`config.mk`:
```
export PLATFORM = sky130hd
export DESIGN_NAME = arm_boot_loader
export DESIGN_NICKNAME = d
export VERILOG_FILES = /design/src/rtl/arm_boot_loader.sv
export SDC_FILE = /design/constraint.sdc
export NUM_CORES = 1
export LEC_CHECK = 0
export BUFFER_PORTS_ARGS = -buffer_cell sky130_fd_sc_hd__buf_4
export CAP_MARGIN = 0
export CELL_PAD_IN_SITES_DETAIL_PLACEMENT = 1
export CELL_PAD_IN_SITES_GLOBAL_PLACEMENT = 1
export CORE_MARGIN = 8
export CORE_UTILIZATION = 38
export CTS_CLUSTER_SIZE = 20
export DETAILED_ROUTE_END_ITERATION = 16
export PLACE_DENSITY = 0.95
export SLEW_MARGIN = 20
export SYNTH_ARGS = -nofsm -noshare
export SYNTH_HDL_FRONTEND = slang
export SYNTH_SLANG_ARGS = --single-unit
```
`constraint.sdc`:
```
create_clock -name i_CLK -period 4.6 [get_ports i_CLK]
set_input_delay 0.92 -clock i_CLK [delete_from_list [all_inputs] [get_ports i_CLK]]
set_output_delay 0.92 -clock i_CLK [all_outputs]
set_load 0.1 [all_outputs]
```
`src/rtl/arm_boot_loader.sv`:
```
// arm_boot_loader: boot-time image loader and memory-port multiplexer.
// After reset the loader owns the memory port and holds the CPU in reset.
// It receives a byte stream: a 4-byte little-endian word count N, then N
// little-endian words, then one XOR checksum byte. The loader writes each
// word from BaseAddress upward. When the checksum matches, it hands the
// memory port to the CPU and releases the CPU reset.
module arm_boot_loader #(
  parameter int                   BusWidth    = 32,
  parameter logic [BusWidth-1:0]  BaseAddress = '0,
  parameter int                   MaxWords    = 1024
) (
  input  logic                i_CLK,
  input  logic                i_NRESET,
  input  logic [7:0]          i_RxData,
  input  logic                i_RxValid,
  output logic                o_RxReady,
  input  logic                i_Reload,
  input  logic                i_CPU_MemWrite,
  input  logic [BusWidth-1:0] i_CPU_Address,
  input  logic [BusWidth-1:0] i_CPU_WriteData,
  output logic [BusWidth-1:0] o_CPU_ReadData,
  output logic                o_CPU_NRESET,
  output logic                o_MemWrite,
  output logic [BusWidth-1:0] o_Address,
  output logic [BusWidth-1:0] o_WriteData,
  input  logic [BusWidth-1:0] i_ReadData,
  output logic                o_Busy,
  output logic                o_Done,
  output logic                o_Error
);

  localparam int          W         = BusWidth / 8;
  localparam int          IDX_W     = $clog2(MaxWords + 1);
  localparam int          MAXB      = (W > 4) ? W : 4;
  localparam int          BCNT_W    = (MAXB > 1) ? $clog2(MAXB) : 1;
  localparam logic [31:0] MAX_WORDS = 32'(MaxWords);

  typedef enum logic [2:0] {
    S_COUNT,
    S_DATA,
    S_WRITE,
    S_CHECK,
    S_RUN,
    S_ERROR
  } state_t;

  state_t              state_q, state_d;
  logic [BCNT_W-1:0]   bcnt_q, bcnt_d;
  logic [IDX_W-1:0]    index_q, index_d;
  logic [BusWidth-1:0] word_q, word_d;
  logic [7:0]          xsum_q, xsum_d;
  logic [31:0]         count_q, count_d;
  logic                cpu_nrst_q, cpu_nrst_d;

  logic                  rx_ready;
  logic                  rx_fire;
  logic [BusWidth+7:0]   word_cat;
  logic [BusWidth-1:0]   loader_addr;

  // Accepting a byte only in the states that consume stream data.
  assign rx_ready = (state_q == S_COUNT) || (state_q == S_DATA) || (state_q == S_CHECK);
  assign rx_fire  = i_RxValid & rx_ready;

  // Each new byte enters at the top of the word. After W bytes, the first byte is the LSB.
  assign word_cat = {i_RxData, word_q};

  // The loader's write address follows the current word index.
  assign loader_addr = BaseAddress + (BusWidth'(index_q) * BusWidth'(W));

  // Next-state logic: stream parsing, word assembly, checksum and reload.
  always_comb begin
    state_d = state_q;
    bcnt_d  = bcnt_q;
    index_d = index_q;
    word_d  = word_q;
    xsum_d  = xsum_q;
    count_d = count_q;

    case (state_q)
      S_COUNT: begin
        if (rx_fire) begin
          xsum_d  = xsum_q ^ i_RxData;
          count_d = {i_RxData, count_q[31:8]};
          if (bcnt_q == BCNT_W'(3)) begin
            bcnt_d = '0;
            if (count_d > MAX_WORDS) begin
              state_d = S_ERROR;
            end else if (count_d == 32'd0) begin
              state_d = S_CHECK;
            end else begin
              state_d = S_DATA;
            end
          end else begin
            bcnt_d = bcnt_q + 1'b1;
          end
        end
      end

      S_DATA: begin
        if (rx_fire) begin
          xsum_d = xsum_q ^ i_RxData;
          word_d = word_cat[BusWidth+7:8];
          if (bcnt_q == BCNT_W'(W - 1)) begin
            bcnt_d  = '0;
            state_d = S_WRITE;
          end else begin
            bcnt_d = bcnt_q + 1'b1;
          end
        end
      end

      S_WRITE: begin
        index_d = index_q + 1'b1;
        if (32'(index_d) < count_q) begin
          state_d = S_DATA;
        end else begin
          state_d = S_CHECK;
        end
      end

      S_CHECK: begin
        if (rx_fire) begin
          state_d = (i_RxData == xsum_q) ? S_RUN : S_ERROR;
        end
      end

      S_RUN, S_ERROR: begin
        if (i_Reload) begin
          state_d = S_COUNT;
          bcnt_d  = '0;
          index_d = '0;
          word_d  = '0;
          xsum_d  = '0;
          count_d = '0;
        end
      end

      default: begin
        state_d = S_COUNT;
      end
    endcase

    // The CPU reset is registered so that it changes on the same edge as the memory mux.
    cpu_nrst_d = (state_d == S_RUN);
  end

  // State register and loader datapath registers.
  always_ff @(posedge i_CLK or negedge i_NRESET) begin
    if (!i_NRESET) begin
      state_q    <= S_COUNT;
      bcnt_q     <= '0;
      index_q    <= '0;
      word_q     <= '0;
      xsum_q     <= '0;
      count_q    <= '0;
      cpu_nrst_q <= 1'b0;
    end else begin
      state_q    <= state_d;
      bcnt_q     <= bcnt_d;
      index_q    <= index_d;
      word_q     <= word_d;
      xsum_q     <= xsum_d;
      count_q    <= count_d;
      cpu_nrst_q <= cpu_nrst_d;
    end
  end

  // Memory port mux: the CPU passes straight through in RUN; otherwise the loader drives the port.
  always_comb begin
    o_MemWrite  = 1'b0;
    o_Address   = loader_addr;
    o_WriteData = word_q;
    if (state_q == S_RUN) begin
      o_MemWrite  = i_CPU_MemWrite;
      o_Address   = i_CPU_Address;
      o_WriteData = i_CPU_WriteData;
    end else if (state_q == S_WRITE) begin
      o_MemWrite = 1'b1;
    end
  end

  assign o_RxReady      = rx_ready;
  assign o_CPU_ReadData = i_ReadData;
  assign o_CPU_NRESET   = cpu_nrst_q;
  assign o_Busy         = (state_q == S_COUNT) || (state_q == S_DATA) ||
                          (state_q == S_WRITE) || (state_q == S_CHECK);
  assign o_Done         = (state_q == S_RUN);
  assign o_Error        = (state_q == S_ERROR);

endmodule

```
==> flow_metrics.env, run 1 <==
export IMPL_path_buf_inv=3
export IMPL_power_per_cell_area_mw_per_mm2=911
export IMPL_area_growth_pct=26.9
export IMPL_rsz0062_at_grt="false"
export IMPL_cts_setup_buffers=0
export IMPL_core_mm2=0.0127
export IMPL_track_usage_pct=18.8
export IMPL_tns_ns=0
export IMPL_max_clock_freq_mhz=268
export IMPL_io_buffers=146
export IMPL_htreeDepth=3
export IMPL_worst_path_max_delay_cell="buf_4"
export IMPL_hpwlAfterDp_mm=11.7
export IMPL_via_count=4172
export IMPL_antenna_cells=0
export IMPL_endpoint_kind="output pin"
export IMPL_hold_path_class="reg2reg"
export IMPL_ys_seq_area_share_pct=45.1
export IMPL_place_inst=740
export IMPL_cap_violations=0
export IMPL_dieArea_mm2=0.0169
export IMPL_status="complete, no violations"
export IMPL_syn_area_mm2=0.00493
export IMPL_gp_congestion=0.895
export IMPL_drt_iter0_markers=230
export IMPL_overflow=0
export IMPL_cts_root_buffer="clkbuf_16"
export IMPL_synth_edf_count=0
export IMPL_irDropWorstVdd_mv=0.314
export IMPL_grt_first_pass_wirelength_mm=24.7
export IMPL_row_count=41
export IMPL_cp_cell_sequence="inv_1 > nand2_1 > nor2_4 > buf_4 > mux2_2 > buf_4"
export IMPL_drive_gt1_share_pct=37.5
export IMPL_clk_path_buf_depth=2
export IMPL_skew_ns=0.0127
export IMPL_crit_required_ns=3.68
export IMPL_cts_sink_count=89
export IMPL_reg2reg_slack_ns=1.90
export IMPL_relSlewSlack_pct=28.2
export IMPL_cp_max_fo=66
export IMPL_instances_no_fill=756
export IMPL_initial_core_util_pct=38.9
export IMPL_grt_pass1_vias=4536
export IMPL_holdWs_ns=0.506
export IMPL_yosysUniqueCellTypes=40
export IMPL_finalCritPeriodShare_pct=81.3
export IMPL_clk_pin_slew_ns=0.07
export IMPL_ys_seq_elements=89
export IMPL_synthArstFlopShare_pct=100
export IMPL_tightest_slew_ns=1.07
export IMPL_hold_violations=0
export IMPL_total_power_uw=5700
export IMPL_synth_cells=478
export IMPL_fin_crit_ns=3.74
export IMPL_nets=700
export IMPL_post_cts_resized=0
export IMPL_clk_latency_ns=0.35
export IMPL_drc=0
export IMPL_worstSetupPathType="reg2out"
export IMPL_drt_pass1_iterations=6
export IMPL_critical_path_top_delay_family="buffers and inverters"
export IMPL_chipHeight_um=130
export IMPL_cts_hold_buf=0
export IMPL_avgRoutedWirePerCell_um=20.7
export IMPL_cp_arrival_ns=2.82
export IMPL_wl_mm=15.6
export IMPL_io_pins=211
export IMPL_startpoint_type="flop"
export IMPL_synth_avg_cell_area_um2=10.3
export IMPL_grt_max_degree=90
export IMPL_final_antenna_net_count=0
export IMPL_fp_dieW_um=130
export IMPL_cts_tree="done"
export IMPL_synth_ff_type="dfrtp_1"
export IMPL_slew_violations=0
export IMPL_antenna_found_initial=0
export IMPL_via_per_inst=5.52
export IMPL_numCtsBuffers=9
export IMPL_max_stage_delay_ns=0.55
export IMPL_setup_violations=0
export IMPL_total_leakage_power_uw=0.00307
export IMPL_crit_top_cell="buf_4"
export IMPL_yosys_warnings=0
export IMPL_syn_num_nets=599
metrics by stage:
step,utilization [%],worst slack (ns),cell area (um2)
3_3_place_gp,46.7,1.47,5920
2_1_floorplan,-,0.848,4930
4_1_cts,49.4,0.865,6250
5_1_grt,49.4,0.688,6260
6_report,49.4,0.862,6260
3_5_place_dp,46.7,1.25,5920
sequential cells by signal, summed over array words and instances, names as in the netlist:
register and flops:
count_q 32, o_CPU_NRESET 1, index_q 11, bcnt_q 2, word_q 32, state_q 3, xsum_q 8
kinds of logic after synthesis:
kind of cell | count (synthesis) | share of synthesized area (%)
and+or+nand+nor | 122 | 12.2
adders and majority gates | 12 | 3.04
DFF | 89 | 45.1
AOI/OAI and AO/OA | 123 | 18.5
muxes | 43 | 9.81
xor gates and xnor gates | 17 | 3.02
buffers and inverters | 72 | 8.29
Yosys cell counts, drive strengths merged (5+ instances only):
cell    instances  area (um2)
a21o            5        37.5
a21oi           6        30.0
a22o           62         546
a31oi           5        31.3
and2           22         138
buf            45         308
clkbuf         14        52.6
dfrtp          89        2230
ha             12         150
inv            13        48.8
mux2           43         484
nand2          45         171
nand3          11        55.1
nor2           24        97.6
o21ai          34         170
xnor2          12         105
xor2            5        43.8
where the power goes:
part           internal, uW  switching (uW)  total, uW  leakage [uW]
logic                   945            2490       3430       0.00175
registers              1100             336       1440       0.00116
clock network           499             331        830      0.000162
area by class of cell:
class,instances,area (um2)
tap,172,215
fill,1398,6410
inverter,13,48.8
clock buffer,10,239
multi-input combinational,317,2310
timing repair buffer,149,1120
sequential,89,2230
clock inverter,6,96.3
layer usage:
| layer | global-route usage (%) | wire length (um) |
|---|---|---|
| met1 | 21.3 | 6340 |
| met2 | 33.5 | 7900 |
| met3 | 4.86 | 1120 |
| met4 | 6.28 | 257 |
| met5 | 0 | 0 |
worst register-to-register path, cell delays in order, from the launching register on:
cell	delay [ns]
dfrtp_1	0.48
ha_1	0.27
and3_1	0.22
nand3_1	0.21
nor2_1	0.21
xor2_1	0.22
ha_1	0.28
a21oi_1	0.27
o2111ai_1	0.23
a21o_1	0.21
layout by cell type (no fill, tap or decap), types with 2 or more instances in the layout:
cell,synthesis,final
nand4_1,3,3
nor3_1,3,2
ha_1,12,12
nor2_4,1,2
nand3_1,11,11
xnor2_1,12,12
a22o_2,2,2
o21ai_0,34,34
nor4_1,3,3
inv_6,0,2
a21oi_1,6,6
nand2_1,44,44
buf_4,33,148
and2_1,22,22
a22o_1,60,60
clkbuf_16,0,9
a21o_1,5,5
xor2_1,5,5
dfrtp_1,89,89
and3_1,3,3
or4_1,2,2
nor2_1,23,22
mux2_2,43,43
inv_1,13,13
o31ai_1,4,4
a31oi_1,5,5
bufinv_16,0,2
path summary, 6_finish.rpt:
check                                  startpoint                      to  cells past startpoint
max                          state_q[1]$_DFF_PN0_            o_Address[3]                      6
min                         word_q[4]$_DFFE_PN0P_   word_q[4]$_DFFE_PN0P_                      1
max reg2reg                index_q[0]$_DFFE_PN0P_    state_q[1]$_DFF_PN0_                      9
min reg2reg                 word_q[4]$_DFFE_PN0P_   word_q[4]$_DFFE_PN0P_                      1
max in group asynchronous                i_NRESET  word_q[19]$_DFFE_PN0P_                      1
min in group asynchronous                i_NRESET  index_q[5]$_DFFE_PN0P_                      1
No activity file was read; power rests on OpenSTA's default activity.
==> run 2: changes to the inputs <==
Settings changed: CORE_UTILIZATION 38 to 36, PLACE_DENSITY 0.95 to 0.92.
Clock period 4.6 ns to 3.64 ns, I/O delays scaled along.
==> run 2 against run 1 <==
Against the previous run:
- utilization down 2.7 points
- critical endpoint is now o_WriteData[27]
- combinational power rose by 26%
- hold slack got worse by 0.064 ns
- largest power group unchanged
- clock-buffer cell count is 4 higher
- sequential share of layout area is 0.27 points higher
- die area increased by 4.9%
- largest cell class unchanged
- critical path depth stayed put
==> flow_metrics.env, run 2 (same netlist as run 1, synthesis figures left out) <==
export IMPL_cp_arrival_ns=2.60
export IMPL_cts_tree="done"
export IMPL_antenna_found_initial=0
export IMPL_chipHeight_um=133
export IMPL_drc=0
export IMPL_status="complete, no violations"
export IMPL_io_buffers=146
export IMPL_io_pins=211
export IMPL_setup_violations=0
export IMPL_cts_hold_buf=0
export IMPL_clk_pin_slew_ns=0.06
export IMPL_skew_ns=0.00569
export IMPL_wl_mm=14.8
export IMPL_cts_setup_buffers=0
export IMPL_top_regs="count_q: 32 flops, word_q: 32 flops, index_q: 11 flops"
export IMPL_final_fill_count=1491
export IMPL_worstSetupPathType="reg2out"
export IMPL_hpwlAfterDp_mm=11.5
export IMPL_cap_violations=0
export IMPL_numCtsBuffers=9
export IMPL_overflow=0
export IMPL_final_cell_mix="148 x buf_4, 89 x dfrtp_1, 60 x a22o_1, 44 x nand2_1, 43 x mux2_2"
export IMPL_use_met1_pct=19.4
export IMPL_r2r_start="index_q[0]$_DFFE_PN0P_"
export IMPL_top_usage_layer="met2"
export IMPL_fin_crit_ns=3.32
export IMPL_grt_max_degree=90
export IMPL_drt_pass1_iterations=4
export IMPL_max_clock_freq_mhz=301
export IMPL_power_per_cell_area_mw_per_mm2=1120
export IMPL_fp_dieW_um=133
export IMPL_endpoint_kind="output pin"
export IMPL_core_mm2=0.0133
export IMPL_max_stage_delay_ns=0.51
export IMPL_dieArea_mm2=0.0177
export IMPL_slew_violations=0
export IMPL_path_buf_inv=3
export IMPL_tightest_slew_ns=1.03
export IMPL_antenna_cells=0
export IMPL_clk_latency_ns=0.33
export IMPL_postLayoutCellArea_mm2=0.00621
export IMPL_reg2reg_slack_ns=1.03
export IMPL_clk_path_buf_depth=2
export IMPL_total_leakage_power_uw=0.00304
export IMPL_holdWs_ns=0.441
export IMPL_hold_path_class="in2async"
export IMPL_place_inst=745
export IMPL_mostFrequentLayoutCell="buf_4"
export IMPL_irDropWorstVdd_mv=0.558
export IMPL_via_count=4060
export IMPL_startpoint_type="flop"
export IMPL_avgRoutedWirePerCell_um=19.6
export IMPL_met2_usage_pct=28.6
export IMPL_hold_violations=0
export IMPL_relSlewSlack_pct=31.1
export IMPL_tns_ns=0
export IMPL_gp_congestion=0.822
export IMPL_rsz0062_at_grt="false"
export IMPL_instances_no_fill=759
export IMPL_track_usage_pct=16.8
export IMPL_grt_pass1_vias=4422
export IMPL_nets=701
export IMPL_drive_gt1_share_pct=36.7
export IMPL_row_count=42
export IMPL_critical_path_top_delay_family="buffers and inverters"
export IMPL_met3_usage_pct=4.47
export IMPL_area_growth_pct=25.9
export IMPL_htreeDepth=3
export IMPL_cp_cell_sequence="inv_1 > nand2_1 > nor2_4 > buf_12 > mux2_2 > buf_4"
export IMPL_cts_root_buffer="clkbuf_16"
export IMPL_initial_core_util_pct=37.1
export IMPL_grt_first_pass_wirelength_mm=24.1
export IMPL_final_antenna_net_count=0
export IMPL_cp_max_fo=64
export IMPL_cts_sink_count=89
export IMPL_crit_required_ns=2.91
export IMPL_critPathLaunch="state_q[1]$_DFF_PN0_"
export IMPL_via_per_inst=5.35
export IMPL_drt_iter0_markers=240
export IMPL_worst_path_max_delay_cell="dfrtp_1"
export IMPL_post_cts_resized=0
export IMPL_finalCritPeriodShare_pct=91.3
export IMPL_placed_area_mm2=0.00594
[run 2: final cells by class]
cell class | count | area [um2] | area share [%]
timing repair buffer | 150 | 1140 | 18.4
sequential | 89 | 2230 | 35.9
clock buffer | 14 | 264 | 4.25
multi-input combinational | 317 | 2310 | 37.2
tap | 176 | 220 | 3.54
inverter | 13 | 48.8 | 0.785
[run 2: worst paths after layout]
| check | to | cells after the start |
|---|---|---|
| min | index_q[7]$_DFFE_PN0P_ | 1 |
| min in group i_CLK | bcnt_q[0]$_DFFE_PN0P_ | 1 |
| max reg2reg | state_q[1]$_DFF_PN0_ | 9 |
| min reg2reg | bcnt_q[0]$_DFFE_PN0P_ | 1 |
| max | o_WriteData[27] | 6 |
| max in group asynchronous | count_q[15]$_DFFE_PN0P_ | 1 |
[run 2: worst reg2reg max path, cell delays in order (launching register included)]
cell and delay [ns]:
dfrtp_1 0.47, ha_1 0.28, and3_1 0.21, nand3_1 0.20, nor2_1 0.21, xor2_1 0.25
ha_1 0.29, a21oi_1 0.24, o2111ai_1 0.17, a21o_1 0.19
[run 2: power by group]
part	switching, uW	internal [uW]
Combinational	3100	1210
Sequential	410	1390
Clock	346	493
Total	3860	3090
[run 2: metal layers]
metal  routed length (um)  vias to the layer above
met3                  992                       34
met4                  396                        0
met2                 7220                      141
li1                     -                     1889
met5                    0                        -
met1                 6230                     1996
[run 2: metrics by stage]
step | setup slack, ns | util [%] | total power (uW)
5_1_grt | 0.186 | 46.7 | 7300
2_1_floorplan | 0.0797 | - | 5330
3_3_place_gp | 0.859 | 44.7 | 5980
6_report | 0.316 | 46.7 | 6950
3_5_place_dp | 0.719 | 44.7 | 6140
4_1_cts | 0.335 | 46.7 | 7000
==> run 3: changes to the inputs <==
Settings changed: PLACE_DENSITY 0.92 to 0.88.
==> run 3 against run 2 <==
Against the previous run:
- global-route usage rose by 0.25 points
- critical path depth fell by 1
- cell area rose by 0.93%
- sequential power barely moved
- clock power rose by 17%
- critical path type unchanged
- largest cell class unchanged
- largest power group unchanged
==> flow_metrics.env, run 3 (same netlist as run 1, synthesis figures left out) <==
export IMPL_clk_latency_ns=0.34
export IMPL_hpwlAfterDp_mm=11.6
export IMPL_irDropWorstVdd_mv=0.469
export IMPL_worstSetupPathType="reg2out"
export IMPL_worstRegToRegCells=9
export IMPL_r2r_start="index_q[0]$_DFFE_PN0P_"
export IMPL_wl_mm=15.3
export IMPL_max_clock_freq_mhz=309
export IMPL_area_growth_pct=27.1
export IMPL_setup_violations=0
export IMPL_cts_sink_count=89
export IMPL_antenna_cells=0
export IMPL_crit_required_ns=2.91
export IMPL_numCtsBuffers=9
export IMPL_holdWs_ns=0.447
export IMPL_clk_path_buf_depth=2
export IMPL_cts_hold_buf=0
export IMPL_top_regs="count_q: 32 flops, word_q: 32 flops, index_q: 11 flops"
export IMPL_track_usage_pct=17.0
export IMPL_drt_iter0_markers=182
export IMPL_cts_tree="done"
export IMPL_post_cts_resized=0
export IMPL_cts_setup_buffers=0
export IMPL_drt_pass1_iterations=4
export IMPL_nets=703
export IMPL_gp_congestion=0.873
export IMPL_fin_crit_ns=3.24
export IMPL_clk_pin_slew_ns=0.06
export IMPL_r2r_end="state_q[1]$_DFF_PN0_"
export IMPL_grt_first_pass_wirelength_mm=24.3
export IMPL_skew_ns=0.00487
export IMPL_io_buffers=146
export IMPL_status="complete, no violations"
export IMPL_regArea_mm2=0.00223
export IMPL_overflow=0
export IMPL_relSlewSlack_pct=26.0
export IMPL_initial_core_util_pct=37.1
export IMPL_reg2reg_slack_ns=0.96
export IMPL_chipHeight_um=133
export IMPL_mostFrequentLayoutCell="buf_4"
export IMPL_drive_gt1_share_pct=37.4
export IMPL_tns_ns=0
export IMPL_fp_dieW_um=133
export IMPL_avgRoutedWirePerCell_um=20.0
export IMPL_endpoint_kind="output pin"
export IMPL_htreeDepth=3
export IMPL_final_fill_count=1499
export IMPL_cap_violations=0
export IMPL_power_per_cell_area_mw_per_mm2=1140
export IMPL_dieArea_mm2=0.0177
export IMPL_io_pins=211
export IMPL_rsz0062_at_grt="false"
export IMPL_hold_path_class="in2async"
export IMPL_grt_pass1_vias=4491
export IMPL_multi_input_area_mm2=0.00231
export IMPL_tightest_slew_ns=1.10
export IMPL_cts_root_buffer="clkbuf_16"
export IMPL_via_count=4088
export IMPL_total_leakage_power_uw=0.00307
export IMPL_antenna_found_initial=0
export IMPL_row_count=42
export IMPL_final_core_util_pct=47.2
export IMPL_final_antenna_net_count=0
export IMPL_cp_arrival_ns=2.51
export IMPL_slew_violations=0
export IMPL_drc=0
export IMPL_startpoint_type="flop"
export IMPL_grt_max_degree=67
export IMPL_final_cell_mix="151 x buf_4, 89 x dfrtp_1, 60 x a22o_1, 44 x nand2_1, 43 x mux2_2"
export IMPL_cp_max_fo=66
export IMPL_hold_violations=0
export IMPL_finalCritPeriodShare_pct=89.0
export IMPL_via_per_inst=5.36
export IMPL_core_mm2=0.0133
==> run 3: power by group <==
| part | switching (uW) | leakage (uW) | total [uW] | internal, uW |
|---|---|---|---|---|
| logic | 3120 | 0.00176 | 4340 | 1210 |
| registers | 413 | 0.00116 | 1810 | 1390 |
| clock network | 386 | 0.000149 | 984 | 598 |
==> run 3: worst max-delay path by stage <==
stage                      end  slack [ns]  depth (start not counted)                  from
6_report          o_Address[2]        0.40                          5  state_q[2]$_DFF_PN0_
5_1_grt           o_Address[2]        0.28                          5  state_q[2]$_DFF_PN0_
4_1_cts        o_WriteData[21]        0.41                          5  state_q[2]$_DFF_PN0_
3_5_place_dp   o_WriteData[21]        0.78                          5  state_q[2]$_DFF_PN0_
3_3_place_gp      o_Address[2]        0.93                          5  state_q[2]$_DFF_PN0_
2_1_floorplan    o_Address[23]        0.08                          6  state_q[2]$_DFF_PN0_
==> run 3: critical path, stage by stage (launching register included) <==
cell and delay [ns]:
dfrtp_1 0.64, nand2_1 0.38, nor2_4 0.20, buf_12 0.26, mux2_2 0.38, buf_4 0.23
==> run 3: layout make-up <==
class | instances | share of cell area (%)
timing repair buffer | 152 | 18.4
sequential | 89 | 35.5
clock inverter | 5 | 1.30
inverter | 13 | 0.778
clock buffer | 10 | 3.65
multi-input combinational | 317 | 36.8
tap | 176 | 3.51
==> run 3: metrics by stage <==
step | cell area (um2) | setup slack, ns | instances | total power, uW
2_1_floorplan | 4930 | 0.0797 | 478 | 5330
3_3_place_gp | 5960 | 0.933 | 747 | 5990
3_5_place_dp | 5960 | 0.779 | 747 | 6170
4_1_cts | 6270 | 0.408 | 762 | 7180
5_1_grt | 6270 | 0.283 | 762 | 7460
6_report | 6270 | 0.399 | 762 | 7120
==> run 3: metal layers <==
layer | vias to the layer above | GRT usage [%] | routed length [um]
li1 | 1889 | - | -
met1 | 2045 | 19.8 | 6460
met2 | 128 | 29.3 | 7580
met3 | 26 | 4.62 | 955
met4 | 0 | 6.12 | 278
met5 | - | 0 | 0
